### src/rtl/pc_predict_unit.sv
// pc_predict_unit: registered fetch-PC generator for the pipelined Y86 core.
//   Predicts jXX taken, follows calls at once, and takes redirects from the
//   memory stage (mispredicted jXX) and the write-back stage (ret).
// Ports: clk/rst (async active-high); f_valid/f_icode/f_valC/f_valP fetch info;
//   stall holds the PC; m_mispredict/m_valA jXX redirect; w_ret_valid/
//   w_ret_addr/w_ret_mispredict ret retirement; pc, ret_bubble, halted,
//   bad_instr, ras_count outputs. Latency: one edge from inputs to pc.
// Optional feature: define PC_PREDICT_RAS_EN to predict ret targets with a
//   circular return-address stack; otherwise every ret waits for write-back.
module pc_predict_unit #(
  parameter int              ADDR_W    = 64,
  parameter int              RAS_DEPTH = 8,
  parameter logic [ADDR_W-1:0] RESET_PC = '0
) (
  input  logic                         clk,
  input  logic                         rst,
  input  logic                         f_valid,
  input  logic [3:0]                   f_icode,
  input  logic [ADDR_W-1:0]            f_valC,
  input  logic [ADDR_W-1:0]            f_valP,
  input  logic                         stall,
  input  logic                         m_mispredict,
  input  logic [ADDR_W-1:0]            m_valA,
  input  logic                         w_ret_valid,
  input  logic [ADDR_W-1:0]            w_ret_addr,
  input  logic                         w_ret_mispredict,
  output logic [ADDR_W-1:0]            pc,
  output logic                         ret_bubble,
  output logic                         halted,
  output logic                         bad_instr,
  output logic [$clog2(RAS_DEPTH):0]   ras_count
);

  localparam int PTR_W = $clog2(RAS_DEPTH);
  localparam int CNT_W = PTR_W + 1;

  typedef enum logic [1:0] {
    S_RUN      = 2'd0,
    S_WAIT_RET = 2'd1,
    S_HALT     = 2'd2
  } state_t;

  state_t            state;
  logic [ADDR_W-1:0] pc_q;
  logic              bad_q;
  logic              ret_redirect;

`ifdef PC_PREDICT_RAS_EN
  logic [ADDR_W-1:0] ras_mem [RAS_DEPTH];
  logic [PTR_W-1:0]  ras_ptr;   // next slot to write
  logic [PTR_W-1:0]  ras_top;   // most recent entry
  logic [CNT_W-1:0]  ras_cnt;

  assign ras_top = ras_ptr - 1'b1;
  // With a RAS, a wrong prediction on any ret must also be repaired.
  assign ret_redirect = w_ret_valid && ((state == S_WAIT_RET) || w_ret_mispredict);
  assign ras_count = ras_cnt;
`else
  logic unused_ret_mispredict;
  assign unused_ret_mispredict = w_ret_mispredict;
  assign ret_redirect = w_ret_valid && (state == S_WAIT_RET);
  assign ras_count = '0;
`endif

  always_ff @(posedge clk or posedge rst) begin
    if (rst) begin
      pc_q  <= RESET_PC;
      state <= S_RUN;
      bad_q <= 1'b0;
`ifdef PC_PREDICT_RAS_EN
      ras_ptr <= '0;
      ras_cnt <= '0;
      for (int i = 0; i < RAS_DEPTH; i++) ras_mem[i] <= '0;
`endif
    end else if (ret_redirect) begin
      pc_q  <= w_ret_addr;
      state <= S_RUN;
      bad_q <= 1'b0;
    end else if (m_mispredict) begin
      pc_q  <= m_valA;
      state <= S_RUN;
      bad_q <= 1'b0;
    end else if (!stall) begin
      // WAIT_RET and HALT hold everything; only redirects above leave them.
      if (state == S_RUN && f_valid) begin
        case (f_icode)
          4'h7: pc_q <= f_valC;
          4'h8: begin
            pc_q <= f_valC;
`ifdef PC_PREDICT_RAS_EN
            // Full stack overwrites the oldest entry; count saturates.
            ras_mem[ras_ptr] <= f_valP;
            ras_ptr          <= ras_ptr + 1'b1;
            if (ras_cnt != CNT_W'(RAS_DEPTH)) ras_cnt <= ras_cnt + 1'b1;
`endif
          end
          4'h9: begin
`ifdef PC_PREDICT_RAS_EN
            if (ras_cnt != '0) begin
              pc_q    <= ras_mem[ras_top];
              ras_ptr <= ras_top;
              ras_cnt <= ras_cnt - 1'b1;
            end else begin
              state <= S_WAIT_RET;
            end
`else
            state <= S_WAIT_RET;
`endif
          end
          4'h0: state <= S_HALT;
          4'hC, 4'hD, 4'hE, 4'hF: begin
            state <= S_HALT;
            bad_q <= 1'b1;
          end
          default: pc_q <= f_valP;
        endcase
      end
    end
  end

  assign pc         = pc_q;
  assign bad_instr  = bad_q;
  assign ret_bubble = (state == S_WAIT_RET);
  assign halted     = (state == S_HALT);

endmodule

### config.mk
export PLATFORM = sky130hd
export DESIGN_NAME = pc_predict_unit
export DESIGN_NICKNAME = d
export VERILOG_FILES = /design/src/rtl/pc_predict_unit.sv
export SDC_FILE = /design/constraint.sdc
export NUM_CORES = 1
export LEC_CHECK = 0
export CAP_MARGIN = 20
export CORE_AREA = 4 4 130 132
export DETAILED_ROUTE_END_ITERATION = 10
export DIE_AREA = 0 0 134 136
export GPL_ROUTABILITY_DRIVEN = 0
export HOLD_SLACK_MARGIN = 0.06
export PLACE_DENSITY = 0.71
export SLEW_MARGIN = 15
export SYNTH_ARGS = -nofsm -noshare
export SYNTH_HDL_FRONTEND = slang
export SYNTH_SLANG_ARGS = --single-unit
### constraint.sdc
create_clock -name clk -period 5.15 [get_ports clk]
set_clock_uncertainty 0.05 [all_clocks]
set_input_delay 0.7725 -clock clk [delete_from_list [all_inputs] [get_ports clk]]
set_output_delay 0.7725 -clock clk [all_outputs]
set_load 0.01 [all_outputs]
==> impl_metrics.ini, run 1 <==
[sta]
worst_slew_pin_slew_ns = 1.024
hold-worst-slack_ns = 0.4414
fmax_mhz = 300.5
finalSetupTns_ns = 0
rsz0062_at_grt = no
finalCriticalPeriod_ns = 3.327
setup_violations = 0
hold_viol = 0
fin_crit_sh = 0.6461
maxSlewViolCount = 0
slew_headroom = 0.3176

[drt]
wl_per_cell_um = 20.30
drtPass1Iterations = 5
drt_iter0_drc = 334
drc = 0
drtAntennaViolNets = 0
drt_wl_total_mm = 22.75
dr_total_vias = 5931
routed_via_density = 5.291

[final_layout]
multi_input_area_mm2 = 0.003237
layout.nets = 1168
nFillCells = 1497
syn_to_final_growth_pct = 66.68
regArea_mm2 = 0.001677
drive_gt1_frac = 0.1116
antenna_cells = 0
final_cells = 1121

[yosys]
syn_inst = 617
ys_top_cells_by_count = dfrtp_1 (67), a21oi_1 (66), nor2b_1 (65)
synth.area.mux_share = 0
synth-xor-area-share = 0
synth_flop_cell = dfrtp_1
synth.most_common_cell = dfrtp_1
synthTopCellsByArea = dfrtp_1 (31%), o32a_1 (11%), nor3_2 (11%), nor2b_1 (7.6%), and2_1 (7.5%)
yosysUniqueCellTypes = 33
synth-simple-area-share = 0.3529
ys_seq_area_frac = 0.3140
yosysTopAreaCellShare = 0.3140
yosysWarnings = 0
synth_fa_ha_area_frac = 0
synth_top_area_cell = dfrtp_1
ys_seq_elements = 67
synth-edff-count = 0
synth_top_family_by_area = simple AND/OR/NAND/NOR gates
synth_area_mm2 = 0.005340
synth-compound-area-share = 0.2474
syn_avg_cell_area_um2 = 8.655
async_flop_share = 1.000

[placement]
dp_hpwl_mm = 15.73
dp_cells = 1106
port_buffers = 332

[pwr]
ir_worst_vdd_mv = 0.1297
power_mw = 1.829
p_per_area_mw_per_mm2 = 205.5
power.static_leakage_nw = 3.346

[die]
die-area_mm2 = 0.01822
start_util = 0.3399
dieHeight_um = 136
ios = 338
num_rows = 46
die_w_um = 134
fp.coreArea_mm2 = 0.01571

[clock_tree]
cts_tree = done
hold_buffers = 0
numCtsBuffers = 9
cts_sinks = 67
cts_buffer_depth = 2
cts_setup_buffers = 0
cts.repair.resized = 0
htree_levels = 3
ctsRootBufferMaster = clkbuf_16
clk_pin_slew_ns = 0.06
insertion_delay_ns = 0.33

[global_route]
grt_use_total = 0.2368
grt_max_degree = 67
globalRouteOverflowTotal = 0
grt_pass1_wl_mm = 33.50
grt_pass1_vias = 5881
antenna_found_initial = 0

[critical_path]
path_max_fanout = 33
cp_cell_sequence = clkdlybuf4s50_1 > or4b_2 > buf_4 > nand3_1 > a21oi_1 > o32a_1
regToRegSetupSlack_ns = 2.42
slowest_stage = or4b_2
critPathArrivalTime_ns = 3.50
cp_slowest_stage_delay_ns = 1.01
startpoint_type = input port
reg2reg_depth = 5
setup.worst_path.end_class = flop
cp.required_ns = 5.32
crit_type = input port to flop

[worst_hold_path]
hp-class = flop to flop
hold_depth = 1

[run]
cap_violations = 0

[outcome]
status = completed
[path summary, 6_finish.rpt]
| kind | end | from |
|---|---|---|
| max in group asynchronous | pc[6] | rst |
| setup / recovery | pc[49] | f_icode[3] |
| hold reg to reg | pc[43] | pc[43] |
| setup reg to reg | pc[7] | state[0] |
| hold / removal | pc[43] | pc[43] |
| min in group asynchronous | pc[5] | rst |
[flip-flops by register name, summed over array words and instances, names as in the netlist]
signal,count
bad_instr,1
pc,64
state,2
[final cells by class]
| class | instances | area share |
|---|---|---|
| inverter | 2 | 0.0008434 |
| tap | 216 | 0.03036 |
| sequential | 67 | 0.1884 |
| clock inverter | 3 | 0.001687 |
| timing repair buffer | 346 | 0.3874 |
| multi-input combinational | 475 | 0.3636 |
| clock buffer | 12 | 0.02769 |
[per-layer routing]
layer	GRT usage	part of all wire	wire, um
met1	0.2843	0.39	8918
met2	0.4062	0.48	10990
met3	0.07735	0.10	2346
met4	0.06914	0.022	499
met5	0	0	0
[critical path, delay by kind of cell]
family                 cells  cell delay [ns]
and+or+nand+nor            2             1.15
AOI/OAI and AO/OA          2             0.46
buffers and inverters      2             1.07
[cells by family after synthesis]
family	after synthesis
AOI/OAI and AO/OA	197
DFF	67
other	1
and+or+nand+nor	274
buffers and inverters	78
[stage by stage]
stage | setup slack [ns] | utilization | area (um^2)
6_report | 1.823 | 0.5665 | 8901
5_1_grt | 1.765 | 0.5665 | 8901
4_1_cts | 1.859 | 0.5665 | 8901
3_5_place_dp | 1.480 | 0.5498 | 8640
3_3_place_gp | 1.529 | 0.5498 | 8640
2_1_floorplan | 2.644 | - | 5351
[layout by cell type, fill, tap and decap left out, types with 2 or more instances in the layout]
cell type	instances
clkbuf_1	2
nor4b_4	2
nor2_1	4
dfrtp_1	67
o32a_2	3
nor2b_1	65
clkinv_2	3
nor3_2	60
nand2_1	3
nand3_1	64
o21ai_0	64
conb_1	4
and2_1	64
a21oi_1	66
nor3_1	4
clkdlybuf4s50_1	331
buf_4	12
clkbuf_16	9
buf_12	2
o32a_1	61
[where the power goes]
part	total, mW	switching, mW	internal [mW]
combinational	0.636	0.236	0.400
clock	0.564	0.230	0.334
sequential	0.629	0.0366	0.592
(Power assumes the default switching activity.)
==> run 2, diff against run 1 <==
Settings changed: CORE_AREA 4 4 130 132 to unset, CORE_MARGIN set to 4, CORE_UTILIZATION set to 34, DIE_AREA 0 0 134 136 to unset, PLACE_DENSITY 0.71 to 0.75.
Clock period 5.15 ns to 2.8 ns, I/O delays scaled along.
==> run 2 against run 1 <==
Die area fell by 2.5%. Power rose by 85%. Final cell count rose by 0.98%. Largest cell class unchanged. Register-to-register slack got worse by 1.7 ns. Critical path depth did not move. Combinational power rose by 87%. Cell area rose by 1.4%. Clock power rose by 84%. Clock-buffer cell count did not move.
==> impl_metrics.ini, run 2 (synthesis results as in run 1) <==
[critical_path]
reg2reg_depth = 5
rr_startpoint = state[0]
cp-startpoint = f_icode[0]
setup.worst_path.end_class = flop
cp_slowest_stage_delay_ns = 0.70
crit_type = input port to flop
crit_family = simple AND/OR/NAND/NOR gates
path_max_fanout = 33
crit_path_end = pc[13]
path_buf_inv = 2
cp_cell_sequence = clkdlybuf4s50_1 > or4b_2 > buf_4 > nand3_1 > a21oi_1 > o32a_1
reg2reg_to = pc[45]
regToRegSetupSlack_ns = 0.72
startpoint_type = input port
cp.required_ns = 2.96
slowest_stage = or4b_2
critPathArrivalTime_ns = 2.37
cp_num_cells = 6

[placement]
dp_slack_ns = 0.2522
dp_hpwl_mm = 16.32
port_buffers = 332

[final_layout]
drive_gt1_frac = 0.1261
layout.nets = 1183
syn_to_final_growth_pct = 68.95
final_common_cell = clkdlybuf4s50_1
final_cell_mix = clkdlybuf4s50_1 (331), dfrtp_1 (67), a21oi_1 (66)
nFillCells = 1404
multi_input_area_mm2 = 0.003237
regArea_mm2 = 0.001677
largest_register_ffs = 64

[global_route]
antenna_found_initial = 1
grt_pass1_wl_mm = 33.54
grt_max_degree = 68
grt_pass1_vias = 5989
grt_use_total = 0.2385
globalRouteOverflowTotal = 0

[die]
dieHeight_um = 133.3
die_w_um = 133.3
die-area_mm2 = 0.01778
fp.coreArea_mm2 = 0.01531
ios = 338
num_rows = 45
start_util = 0.3487

[sta]
slew_headroom = 0.5886
final.setup.worst_slack_ns = 0.5874
maxSlewViolCount = 0
finalSetupTns_ns = 0
fmax_mhz = 452.0
worst_slew_pin_slew_ns = 0.6171
finalCriticalPeriod_ns = 2.213
fin_crit_sh = 0.7902
hold_viol = 0
rsz0062_at_grt = no
setup_violations = 0

[clock_tree]
cts_sinks = 67
cts_buffer_depth = 2
insertion_delay_ns = 0.33
hold_buffers = 0
cts.repair.resized = 0
clk_pin_slew_ns = 0.06
cts_tree = done
numCtsBuffers = 9
cts_setup_buffers = 0
ctsRootBufferMaster = clkbuf_16
htree_levels = 3

[pwr]
ir_worst_vdd_mv = 0.2872
power.static_leakage_nw = 3.420
p_per_area_mw_per_mm2 = 374.9

[worst_hold_path]
hp-class = input port to asynchronous set/reset pin

[drt]
drt_iter0_drc = 339
dr_total_vias = 6024
drc = 0
drtAntennaViolNets = 0
routed_via_density = 5.322
wl_per_cell_um = 19.65
drt_wl_total_mm = 22.24
drtPass1Iterations = 5

[run]
cap_violations = 0

[outcome]
status = completed
==> run 2: changes by cell type in the layout (fill, tap and decap cells not counted) <==
cell     delta
diode_2     +1
buf_12      +1
buf_4      +14
==> run 2: stage by stage <==
stage | instance area, um^2 | utilization | total power [mW] | cells | hold WS (ns)
final | 9022 | 0.5891 | 3.383 | 1132 | 0.4176
after global routing | 9022 | 0.5891 | 3.561 | 1132 | 0.4567
after CTS | 9020 | 0.5890 | 3.424 | 1131 | 0.4384
after detailed placement | 8758 | 0.5719 | 2.364 | 1116 | 0.4328
after global placement | 8758 | 0.5719 | 2.351 | 1116 | 0.4279
after floorplan | 5351 | - | 1.632 | 620 | 0.4788
==> run 2: area by class of cell <==
cell class / instances / share of cell area
Tap cell: 211 / 0.02926
Sequential cell: 67 / 0.1858
Clock buffer: 12 / 0.02732
Multi-Input combinational cell: 475 / 0.3588
Inverter: 2 / 0.0008321
Antenna cell: 1 / 0.0002774
Clock inverter: 3 / 0.001664
Timing Repair Buffer: 361 / 0.3961
==> run 2: per-layer routing <==
layer,global-route usage,vias up,part of all wire
li1,-,2859,-
met1,0.2806,2847,0.39
met2,0.4139,285,0.49
met3,0.07251,33,0.097
met4,0.08114,0,0.026
met5,0,-,0
==> run 2: how the worst min path moves through the flow <==
stage               from         to  slack [ns]  cells past startpoint
2_1_floorplan  bad_instr  bad_instr        0.48                      2
3_3_place_gp      pc[44]     pc[44]        0.43                      1
3_5_place_dp      pc[44]     pc[44]        0.43                      1
4_1_cts              rst     pc[28]        0.44                      3
5_1_grt              rst     pc[28]        0.46                      3
6_report             rst     pc[28]        0.42                      3
==> run 2: tightest hold or removal path, delay by kind of cell <==
kind | cells | cell delay (ns)
buffers and inverters | 3 | 0.79
==> run 2: power breakdown <==
group | internal [mW] | total, mW | switching, mW | leakage [nW]
sequential | 1.09 | 1.16 | 0.0682 | 0.735
clock | 0.615 | 1.04 | 0.423 | 0.132
combinational | 0.749 | 1.19 | 0.439 | 2.55
==> run 3, diff against run 2 <==
Clock period 2.8 ns to 2 ns, I/O delays scaled along.
==> run 3 against run 2 <==
Cell area up 7.8%. Clock power up 48%. Final cell count up 3.6%. Critical endpoint is now pc[3]. Die area unchanged. Via count up 5.1%.
==> impl_metrics.ini, run 3 (synthesis results as in run 1) <==
[outcome]
status = completed

[worst_hold_path]
holdCritStartpoint = f_icode[0]
hp-class = input port to flop

[run]
cap_violations = 0

[sta]
worst_slew_pin_slew_ns = 0.5465
fmax_mhz = 520.2
slew_headroom = 0.6357
setup_violations = 0
final.setup.worst_slack_ns = 0.07764
fin_crit_sh = 0.9612
rsz0062_at_grt = no
maxSlewViolCount = 0
hold_viol = 0
finalCriticalPeriod_ns = 1.922

[pwr]
combPwrFrac = 0.360
ir_worst_vdd_mv = 0.3391
p_clk_frac = 0.312
power.internal_mw = 3.584
pwr-share-seq = 0.328
power.static_leakage_nw = 3.797
switching_share = 0.2754
p_sw_mw = 1.363
p_per_area_mw_per_mm2 = 508.5

[drt]
drt_wl_total_mm = 24.38
drt_iter0_drc = 351
drtAntennaViolNets = 0
dr_total_vias = 6332
wl_per_cell_um = 20.78
routed_via_density = 5.398
drtPass1Iterations = 4
drc = 0

[critical_path]
path_max_fanout = 31
regToRegSetupSlack_ns = 0.08
reg2reg_depth = 6
startpoint_type = flop
critPathArrivalTime_ns = 2.08
crit_path_end = pc[3]
rr_startpoint = state[0]
cp.required_ns = 2.16
setup.worst_path.end_class = flop
reg2reg_to = pc[3]
crit_type = flop to flop
cp-startpoint = state[0]

[final_layout]
final_area_mm2 = 0.009729
antenna_cells = 0
final_cell_mix = clkdlybuf4s50_1 (327), dfrtp_1 (67), a21oi_1 (66)
syn_to_final_growth_pct = 82.19
drive_gt1_frac = 0.1674
layout.nets = 1225
final_common_cell = clkdlybuf4s50_1
finalCoreUtilization = 0.6353
largest_register_ffs = 64

[placement]
dp_hpwl_mm = 17.21
placed_area_mm2 = 0.009150
dp_slack_ns = -0.4176
port_buffers = 332

[clock_tree]
cts_tree = done
ctsRootBufferMaster = clkbuf_16
cts_sinks = 67
cts_buffer_depth = 2
htree_levels = 3
numCtsBuffers = 9
clk_pin_slew_ns = 0.06
insertion_delay_ns = 0.33

[die]
fp.coreArea_mm2 = 0.01531
start_util = 0.3487
die-area_mm2 = 0.01778
dieHeight_um = 133.3
die_w_um = 133.3
num_rows = 45
ios = 338

[global_route]
grt_use_total = 0.2560
globalRouteOverflowTotal = 0
grt_pass1_vias = 6431
grt_pass1_wl_mm = 35.98
grt_max_degree = 37
antenna_found_initial = 0
run 3: cell count changes in the layout (fill, tap and decap cells not counted), moves of 4 or more:
cell,before,now
buf_12,3,18
o21ai_0,64,56
o21ai_1,0,8
dlymetal6s2s_1,0,4
nor3_4,0,4
buf_4,26,39
clkdlybuf4s50_1,331,327
buf_6,0,8
run 3: cell type report:
class                   count  area (um^2)
multi-input cells         475         3276
fillers                  1364         5585
flip-flops and latches     67         1677
well taps                 211        264.0
repair buffers            403         4222
clock buffers              13        270.3
inverters                   2        11.26
clock inverters             2        10.01
run 3: power by group through the flow:
stage	registers [mW]	clock network, mW	logic, mW
final	1.62	1.54	1.78
after global routing	1.64	1.63	1.90
after global placement	1.64	0	1.72
after detailed placement	1.64	0	1.73
after CTS	1.62	1.58	1.75
after floorplan	1.72	0	0.569
run 3: through the flow:
step           total power, mW  hold slack [ns]  setup TNS, ns  cells
6_report                 4.947           0.3975              0   1173
3_3_place_gp             3.363           0.4286         -21.16   1146
2_1_floorplan            2.285           0.4004              0    620
4_1_cts                  4.955           0.4021       -0.03628   1162
5_1_grt                  5.176           0.4474              0   1173
3_5_place_dp             3.376           0.4356         -21.83   1146
run 3: how the worst min path moves through the flow:
stage	depth (start not counted)	slack (ns)	endpoint
5_1_grt	3	0.45	pc[21]
3_5_place_dp	1	0.44	pc[24]
6_report	4	0.40	state[0]
3_3_place_gp	1	0.43	pc[57]
4_1_cts	3	0.40	pc[21]
2_1_floorplan	1	0.40	bad_instr
run 3: metal layers:
layer | vias up | GRT usage | routed length (um)
li1 | 2943 | - | -
met1 | 3002 | 0.3147 | 9632
met2 | 347 | 0.4371 | 11740
met3 | 40 | 0.06684 | 2339
met4 | 0 | 0.08514 | 669
met5 | - | 0 | 0
run 3: timing repair:
action,4_1_cts,5_1_grt
gates resized for setup,6,24
buffers inserted,0,8
cloned,1,3
hold buffers,0,0
pin swaps,0,12
endpoints found under the setup margin,8,63
run 3: critical path: stages (launching register included):
cell and delay (ns):
dfrtp_1 0.41, buf_4 0.15, and3b_4 0.19, or2_2 0.31
a41o_2 0.29, buf_12 0.18, o32a_1 0.20
